**src/rtl/gauss_pkg.sv**
```systemverilog
// gauss_pkg -- shared constants and types for the 3x3 Gaussian filter.
//   K_SIDE / K_MID : 1-D weights; the 2-D kernel [1 2 1; 2 4 2; 1 2 1] is their
//                    outer product, so vertical and horizontal passes share them.
//   ROUND / SHIFT  : normalisation, out = (sum + ROUND) >> SHIFT.
//   LINE_W         : width of the saturating line counter.
//   col_t          : one 3-row input column at the default pixel width
//                    (bottom row in the low byte, matching lane0).
package gauss_pkg;

   localparam int unsigned K_SIDE = 1;
   localparam int unsigned K_MID  = 2;
   localparam int unsigned ROUND  = 8;
   localparam int unsigned SHIFT  = 4;
   localparam int unsigned LINE_W = 12;
   localparam int unsigned PIX_W  = 8;

   typedef struct packed {
      logic [PIX_W-1:0] top;
      logic [PIX_W-1:0] centre;
      logic [PIX_W-1:0] bottom;
   } col_t;

endpackage

```
**src/rtl/gauss_col_sum.sv**
```systemverilog
// gauss_col_sum -- registered vertical weighted sum of one window column.
//   in_clk  : clock (rising edge)
//   rst_n   : synchronous active-low reset, clears the sum
//   col     : 3-lane column, lane0 = bottom, lane1 = centre, lane2 = top
//   rep_top : column belongs to the first line of a frame; top row is
//             replaced by the centre row
//   sum     : top + 2*centre + bottom, DATA_WIDTH+2 bits (cannot overflow)
module gauss_col_sum
   import gauss_pkg::*;
#(
   parameter int unsigned DATA_WIDTH = 8
)
(
   input  logic                    in_clk,
   input  logic                    rst_n,
   input  logic [3*DATA_WIDTH-1:0] col,
   input  logic                    rep_top,
   output logic [DATA_WIDTH+1:0]   sum
);

   localparam int unsigned SUM_W = DATA_WIDTH + 2;

   logic [DATA_WIDTH-1:0] bottom;
   logic [DATA_WIDTH-1:0] centre;
   logic [DATA_WIDTH-1:0] top;

   assign bottom = col[DATA_WIDTH-1:0];
   assign centre = col[2*DATA_WIDTH-1:DATA_WIDTH];
   assign top    = rep_top ? centre : col[3*DATA_WIDTH-1:2*DATA_WIDTH];

   always_ff @(posedge in_clk) begin
      if (!rst_n) begin
         sum <= '0;
      end else begin
         sum <= SUM_W'(K_SIDE * top + K_MID * centre + K_SIDE * bottom);
      end
   end

endmodule

```
**src/rtl/gauss_3x3_filter.sv**
```systemverilog
// gauss_3x3_filter -- streaming 3x3 Gaussian filter over pre-buffered columns.
//   in_clk   : clock (rising edge)
//   rst_n    : synchronous active-low reset
//   in_vs    : frame-start pulse (restarts line numbering)
//   in_de    : column valid, one 3-row column per cycle
//   in_data  : lane0 = bottom row, lane1 = centre row, lane2 = top row
//   out_de   : filtered pixel valid
//   out_data : filtered pixel
//   len_err  : sticky, some line length differed from IMG_WIDTH
//
// Pipeline: window shift -> column sums -> horizontal sum -> round/output,
// so a pixel appears 3 cycles after the cycle that completes its window.
module gauss_3x3_filter
   import gauss_pkg::*;
#(
   parameter int unsigned DATA_WIDTH = 8,
   parameter int unsigned IMG_WIDTH  = 1024
)
(
   input  logic                    in_clk,
   input  logic                    rst_n,
   input  logic                    in_vs,
   input  logic                    in_de,
   input  logic [3*DATA_WIDTH-1:0] in_data,
   output logic                    out_de,
   output logic [DATA_WIDTH-1:0]   out_data,
   output logic                    len_err
);

   localparam int unsigned SUM_W = DATA_WIDTH + 2;
   localparam int unsigned TOT_W = DATA_WIDTH + 4;
   // one spare bit so an over-long line saturates above IMG_WIDTH
   localparam int unsigned CNT_W = $clog2(IMG_WIDTH + 1) + 1;
   localparam logic [CNT_W-1:0] CNT_EXP = CNT_W'(IMG_WIDTH);

   logic                    de_ok;
   logic                    de_eff;
   logic                    de_d;
   logic                    first;
   logic                    flush;
   logic [3*DATA_WIDTH-1:0] win_l;
   logic [3*DATA_WIDTH-1:0] win_c;
   logic [3*DATA_WIDTH-1:0] win_r;
   logic                    win_rep;
   logic                    v0;
   logic                    v1;
   logic                    v2;
   logic [SUM_W-1:0]        sum_l;
   logic [SUM_W-1:0]        sum_c;
   logic [SUM_W-1:0]        sum_r;
   logic [TOT_W-1:0]        total;
   logic [CNT_W-1:0]        col_cnt;
   logic [LINE_W-1:0]       line_cnt;

   // A reset in the middle of a line must not turn the rest of that line
   // into a new line: columns are ignored until in_de has been seen low.
   always_ff @(posedge in_clk) begin
      if (!rst_n) begin
         de_ok <= 1'b0;
      end else if (!in_de) begin
         de_ok <= 1'b1;
      end
   end

   assign de_eff = in_de & de_ok;
   assign first  = de_eff & ~de_d;
   assign flush  = de_d & ~de_eff;

   always_ff @(posedge in_clk) begin
      if (!rst_n) begin
         de_d <= 1'b0;
      end else begin
         de_d <= de_eff;
      end
   end

   // Column borders are resolved while shifting: the first column is loaded
   // into both centre and right so it later becomes its own left neighbour,
   // and on flush the right column is kept so it doubles as the centre.
   always_ff @(posedge in_clk) begin
      if (!rst_n) begin
         win_l   <= '0;
         win_c   <= '0;
         win_r   <= '0;
         win_rep <= 1'b0;
      end else if (de_eff) begin
         win_l   <= win_c;
         win_c   <= first ? in_data : win_r;
         win_r   <= in_data;
         win_rep <= (line_cnt == '0);
      end else if (flush) begin
         win_l   <= win_c;
         win_c   <= win_r;
      end
   end

   gauss_col_sum #(.DATA_WIDTH(DATA_WIDTH)) u_sum_l (
      .in_clk  (in_clk),
      .rst_n   (rst_n),
      .col     (win_l),
      .rep_top (win_rep),
      .sum     (sum_l)
   );

   gauss_col_sum #(.DATA_WIDTH(DATA_WIDTH)) u_sum_c (
      .in_clk  (in_clk),
      .rst_n   (rst_n),
      .col     (win_c),
      .rep_top (win_rep),
      .sum     (sum_c)
   );

   gauss_col_sum #(.DATA_WIDTH(DATA_WIDTH)) u_sum_r (
      .in_clk  (in_clk),
      .rst_n   (rst_n),
      .col     (win_r),
      .rep_top (win_rep),
      .sum     (sum_r)
   );

   always_ff @(posedge in_clk) begin
      if (!rst_n) begin
         v0       <= 1'b0;
         v1       <= 1'b0;
         v2       <= 1'b0;
         total    <= '0;
         out_de   <= 1'b0;
         out_data <= '0;
      end else begin
         v0     <= (de_eff & de_d) | flush;
         v1     <= v0;
         v2     <= v1;
         total  <= TOT_W'(K_SIDE * sum_l + K_MID * sum_c + K_SIDE * sum_r);
         out_de <= v2;
         if (v2) begin
            // total + ROUND peaks at 16*max + 8, still inside TOT_W bits
            out_data <= DATA_WIDTH'((total + ROUND) >> SHIFT);
         end
      end
   end

   always_ff @(posedge in_clk) begin
      if (!rst_n) begin
         col_cnt <= '0;
      end else if (flush) begin
         col_cnt <= '0;
      end else if (de_eff && (col_cnt != '1)) begin
         col_cnt <= col_cnt + 1'b1;
      end
   end

   always_ff @(posedge in_clk) begin
      if (!rst_n) begin
         len_err <= 1'b0;
      end else if (flush && (col_cnt != CNT_EXP)) begin
         len_err <= 1'b1;
      end
   end

   // A frame start always wins over a flush in the same cycle: the flushed
   // line belongs to the old frame.
   always_ff @(posedge in_clk) begin
      if (!rst_n) begin
         line_cnt <= '0;
      end else if (in_vs) begin
         line_cnt <= '0;
      end else if (flush && (line_cnt != '1)) begin
         line_cnt <= line_cnt + 1'b1;
      end
   end

endmodule

```
**config.mk**
```make
export PLATFORM = sky130hd
export DESIGN_NAME = gauss_3x3_filter
export DESIGN_NICKNAME = d
export VERILOG_FILES = /design/src/rtl/gauss_pkg.sv /design/src/rtl/gauss_col_sum.sv /design/src/rtl/gauss_3x3_filter.sv
export SDC_FILE = /design/constraint.sdc
export NUM_CORES = 1
export LEC_CHECK = 0
export ABC_AREA = 1
export CAP_MARGIN = 25
export CORE_MARGIN = 2
export CORE_UTILIZATION = 60
export CTS_CLUSTER_SIZE = 14
export DETAILED_ROUTE_END_ITERATION = 8
export PLACE_DENSITY = 0.9
export SLEW_MARGIN = 20
export SYNTH_ARGS = -nofsm -noshare
export SYNTH_HDL_FRONTEND = slang
export SYNTH_SLANG_ARGS = --single-unit
export TNS_END_PERCENT = 20
```
**constraint.sdc**
```tcl
create_clock -name in_clk -period 2.87 [get_ports in_clk]
set_input_delay 0.287 -clock in_clk [delete_from_list [all_inputs] [get_ports in_clk]]
set_output_delay 0.287 -clock in_clk [all_outputs]
set_load 0.005 [all_outputs]
```
==> results_dict.tcl <==
set metrics [dict create \
    status "completed" \
    rows 42 \
    grt_antenna_before_repair 0 \
    drv_cap 0 \
    ant_nets 0 \
    clock_latency_ns 0.43 \
    grt_max_degree 67 \
    start_kind "flop" \
    cp_common_cell "nand2_1" \
    synth_most_common_cell "nand2_1" \
    rsz0062_at_grt "no" \
    synth.yosys.seq_area_share_pct 38.1 \
    seqCellArea_um2 3020 \
    drive_above_1_share_pct 6.32 \
    io-pin-count 38 \
    grtUsageTotal_pct 25.8 \
    synthToLayoutAreaGrowth_pct 13.5 \
    critPathSlowestCell "fa_1" \
    cp_cell_sequence "buf_4 -> mux2_2 -> fa_1 -> ha_1 -> nand3_1 -> nand2_1 -> nand2_1 -> nor2_1 -> nand2_1 -> a21oi_1 -> nor2_1" \
    worstReg2RegStart "win_rep" \
    period_minus_slack_ns 2.67 \
    synth.area.top_cells "dfxtp_1 (38%), nand2_1 (10%), fa_1 (8.3%)" \
    multiInputGateArea_um2 4330 \
    cts_sinks 151 \
    drc 0 \
    p_per_area_nw_per_um2 578 \
    dieArea_um2 14200 \
    yosysTopAreaCell "dfxtp_1" \
    cts_tree "yes" \
    dpl_worst_slack_ns 0.278 \
    ys_warn_count 0 \
    clkTransAtPathRegs_ns 0.06 \
    fin_ws_ns 0.204 \
    overflow 0 \
    p_leak_nw 3.94 \
    drtIter0Drc 520 \
    required_ns 3.19 \
    hold_buffers 0 \
    crit_start "win_rep" \
    fin_tns_setup_ns 0 \
    dp.cells 1204 \
    synth.cells.most_frequent "nand2_1 (213), dfxtp_1 (151), a21oi_1 (125), inv_1 (107), nor2_1 (97)" \
    avgRoutedWirePerCell_um 14.2 \
    synth_seq_cells 151 \
    portBuffers 37 \
    min_period_over_period_pct 92.9 \
    holdCritStartpoint "rst_n" \
    synthArstFlopShare_pct 0 \
    die_w_um 119 \
    synth_cells 1021 \
    crit_fanout 24 \
    irDropWorstVdd_mv 0.882 \
    fin_total_pwr_w 0.00521 \
    critPathMaxStageDelay_ns 0.49 \
    crit_path_end_kind "flop" \
    cts_resized 0 \
    die_h_um 119 \
    place.gp.congestion 0.934 \
    syn-num-nets 1123 \
    finalSetupViolations 0 \
    finClkSkew_ns 0.00531 \
    synth_top_area_share_pct 38.1 \
    ys_types 37 \
    hold_class "in2reg" \
    numCtsBuffers 17 \
    cts_setup_buffers 0 \
    grt_pass1_wl_um 29700 \
    finalNonFillerCells 1236 \
    synth_enable_flop_cells 0 \
    start_util_pct 60.7 \
    grt_pass1_vias 6536 \
    synth-main-ff-cell "dfxtp_1" \
    cp_data_arrival_time_ns 2.99 \
    fmax_ghz 0.375 \
    htreeDepth 4 \
    dr.pass1.iters 8 \
    final_hold_viol_count 0 \
    slew_violations 0 \
    core_area_um2 13100 \
    avgSynthCellArea_um2 7.78 \
    cts_buffer_depth 2 \
    path_class "reg2reg" \
    fillers 989 \
    wl_um 17600 \
    cts-root-buf "clkbuf_16" \
    vias_per_cell 5.51 \
    netlist_area_um2 7940 \
    whs_ns 0.403 \
    vias 6810 \
    nets 1149 \
    worst_slew_pin_slew_ns 1.01 \
    antenna_cells 0 \
    slew_headroom_pct 32.6 \
    hpwl_um 12300 \
]
[cell type report]
| type | count | share of cell area [%] |
|---|---|---|
| Timing Repair Buffer | 45 | 4.72 |
| Clock buffer | 24 | 5.34 |
| Inverter | 110 | 4.58 |
| Sequential cell | 151 | 33.5 |
| Clock inverter | 8 | 1.33 |
| Tap cell | 176 | 2.44 |
| Multi-Input combinational cell | 722 | 48.1 |
[layout by cell type (no fill, tap or decap), types with 4 or more instances in the layout]
cell,netlist,final
o21ai_0,64,64
a22oi_1,24,24
mux2_2,14,14
buf_4,3,8
clkbuf_16,0,17
or2_2,4,4
xor2_1,13,13
clkdlybuf4s50_1,0,36
nor2_1,97,96
a21oi_1,125,125
nand4_1,14,14
nor3_1,8,8
xnor2_1,4,4
nand3_1,44,44
clkbuf_1,21,4
nand2_1,213,213
dfxtp_1,151,151
ha_1,41,41
inv_1,107,107
fa_1,33,33
nand2_2,5,5
[report_power, final]
| group | internal [W] | total (W) | switching, W | leakage, nW |
|---|---|---|---|---|
| registers | 0.00221 | 0.00229 | 0.0000828 | 1.23 |
| logic | 0.000254 | 0.000657 | 0.000403 | 2.42 |
| clock network | 0.00143 | 0.00227 | 0.000835 | 0.290 |
[flip-flops by register name (all words and copies together) (netlist names)]
name         cells
u_sum_l.sum     10
len_err          1
v2               1
de_d             1
v1               1
u_sum_c.sum     10
win_c           24
out_data         8
out_de           1
win_r           24
win_rep          1
v0               1
total            9
win_l           24
line_cnt        12
u_sum_r.sum     10
de_ok            1
col_cnt         12
[cell families (layout without fill, tap and decap cells)]
| logic type | Yosys count | in the layout | share of synthesized area, % |
|---|---|---|---|
| adder cells (fa/ha/maj) | 74 | 74 | 14.8 |
| AO/OA/AOI/OAI | 223 | 223 | 15.1 |
| flip-flops | 151 | 151 | 38.1 |
| multiplexers | 16 | 16 | 2.24 |
| buffers and inverters | 148 | 187 | 7.47 |
| AND/OR/NAND/NOR | 392 | 392 | 20.5 |
| XOR/XNOR | 17 | 17 | 1.87 |
[stage by stage]
stage          utilization (%)  cell area [um^2]
6_report                  68.9              9020
5_1_grt                   68.9              9020
4_1_cts                   68.9              9020
3_5_place_dp              64.3              8410
3_3_place_gp              64.3              8410
2_1_floorplan                -              7940
[worst paths after layout]
kind | to | slack (ns) | depth (start not counted)
min reg2reg | v1 | 0.41 | 2
min | win_c[11] | 0.40 | 3
max | u_sum_c.sum[8] | 0.20 | 11
max reg2reg | u_sum_c.sum[8] | 0.20 | 11
[critical path: cells and delay by family, from the launching register on]
family,cells,cell delay [ns]
multiplexers,1,0.39
AND/OR/NAND/NOR,6,0.60
flip-flops,1,0.34
AO/OA/AOI/OAI,1,0.15
buffers and inverters,1,0.28
adder cells (fa/ha/maj),2,0.80
[routing by layer]
| metal | up-vias | wire, um | GRT usage (%) |
|---|---|---|---|
| met4 | 0 | 236 | 7.07 |
| met1 | 3166 | 7830 | 33.9 |
| met3 | 26 | 1020 | 5.65 |
| met5 | - | 0 | 0 |
| met2 | 211 | 8470 | 42.9 |
| li1 | 3407 | - | - |
Power figures use the tool's default switching activity.
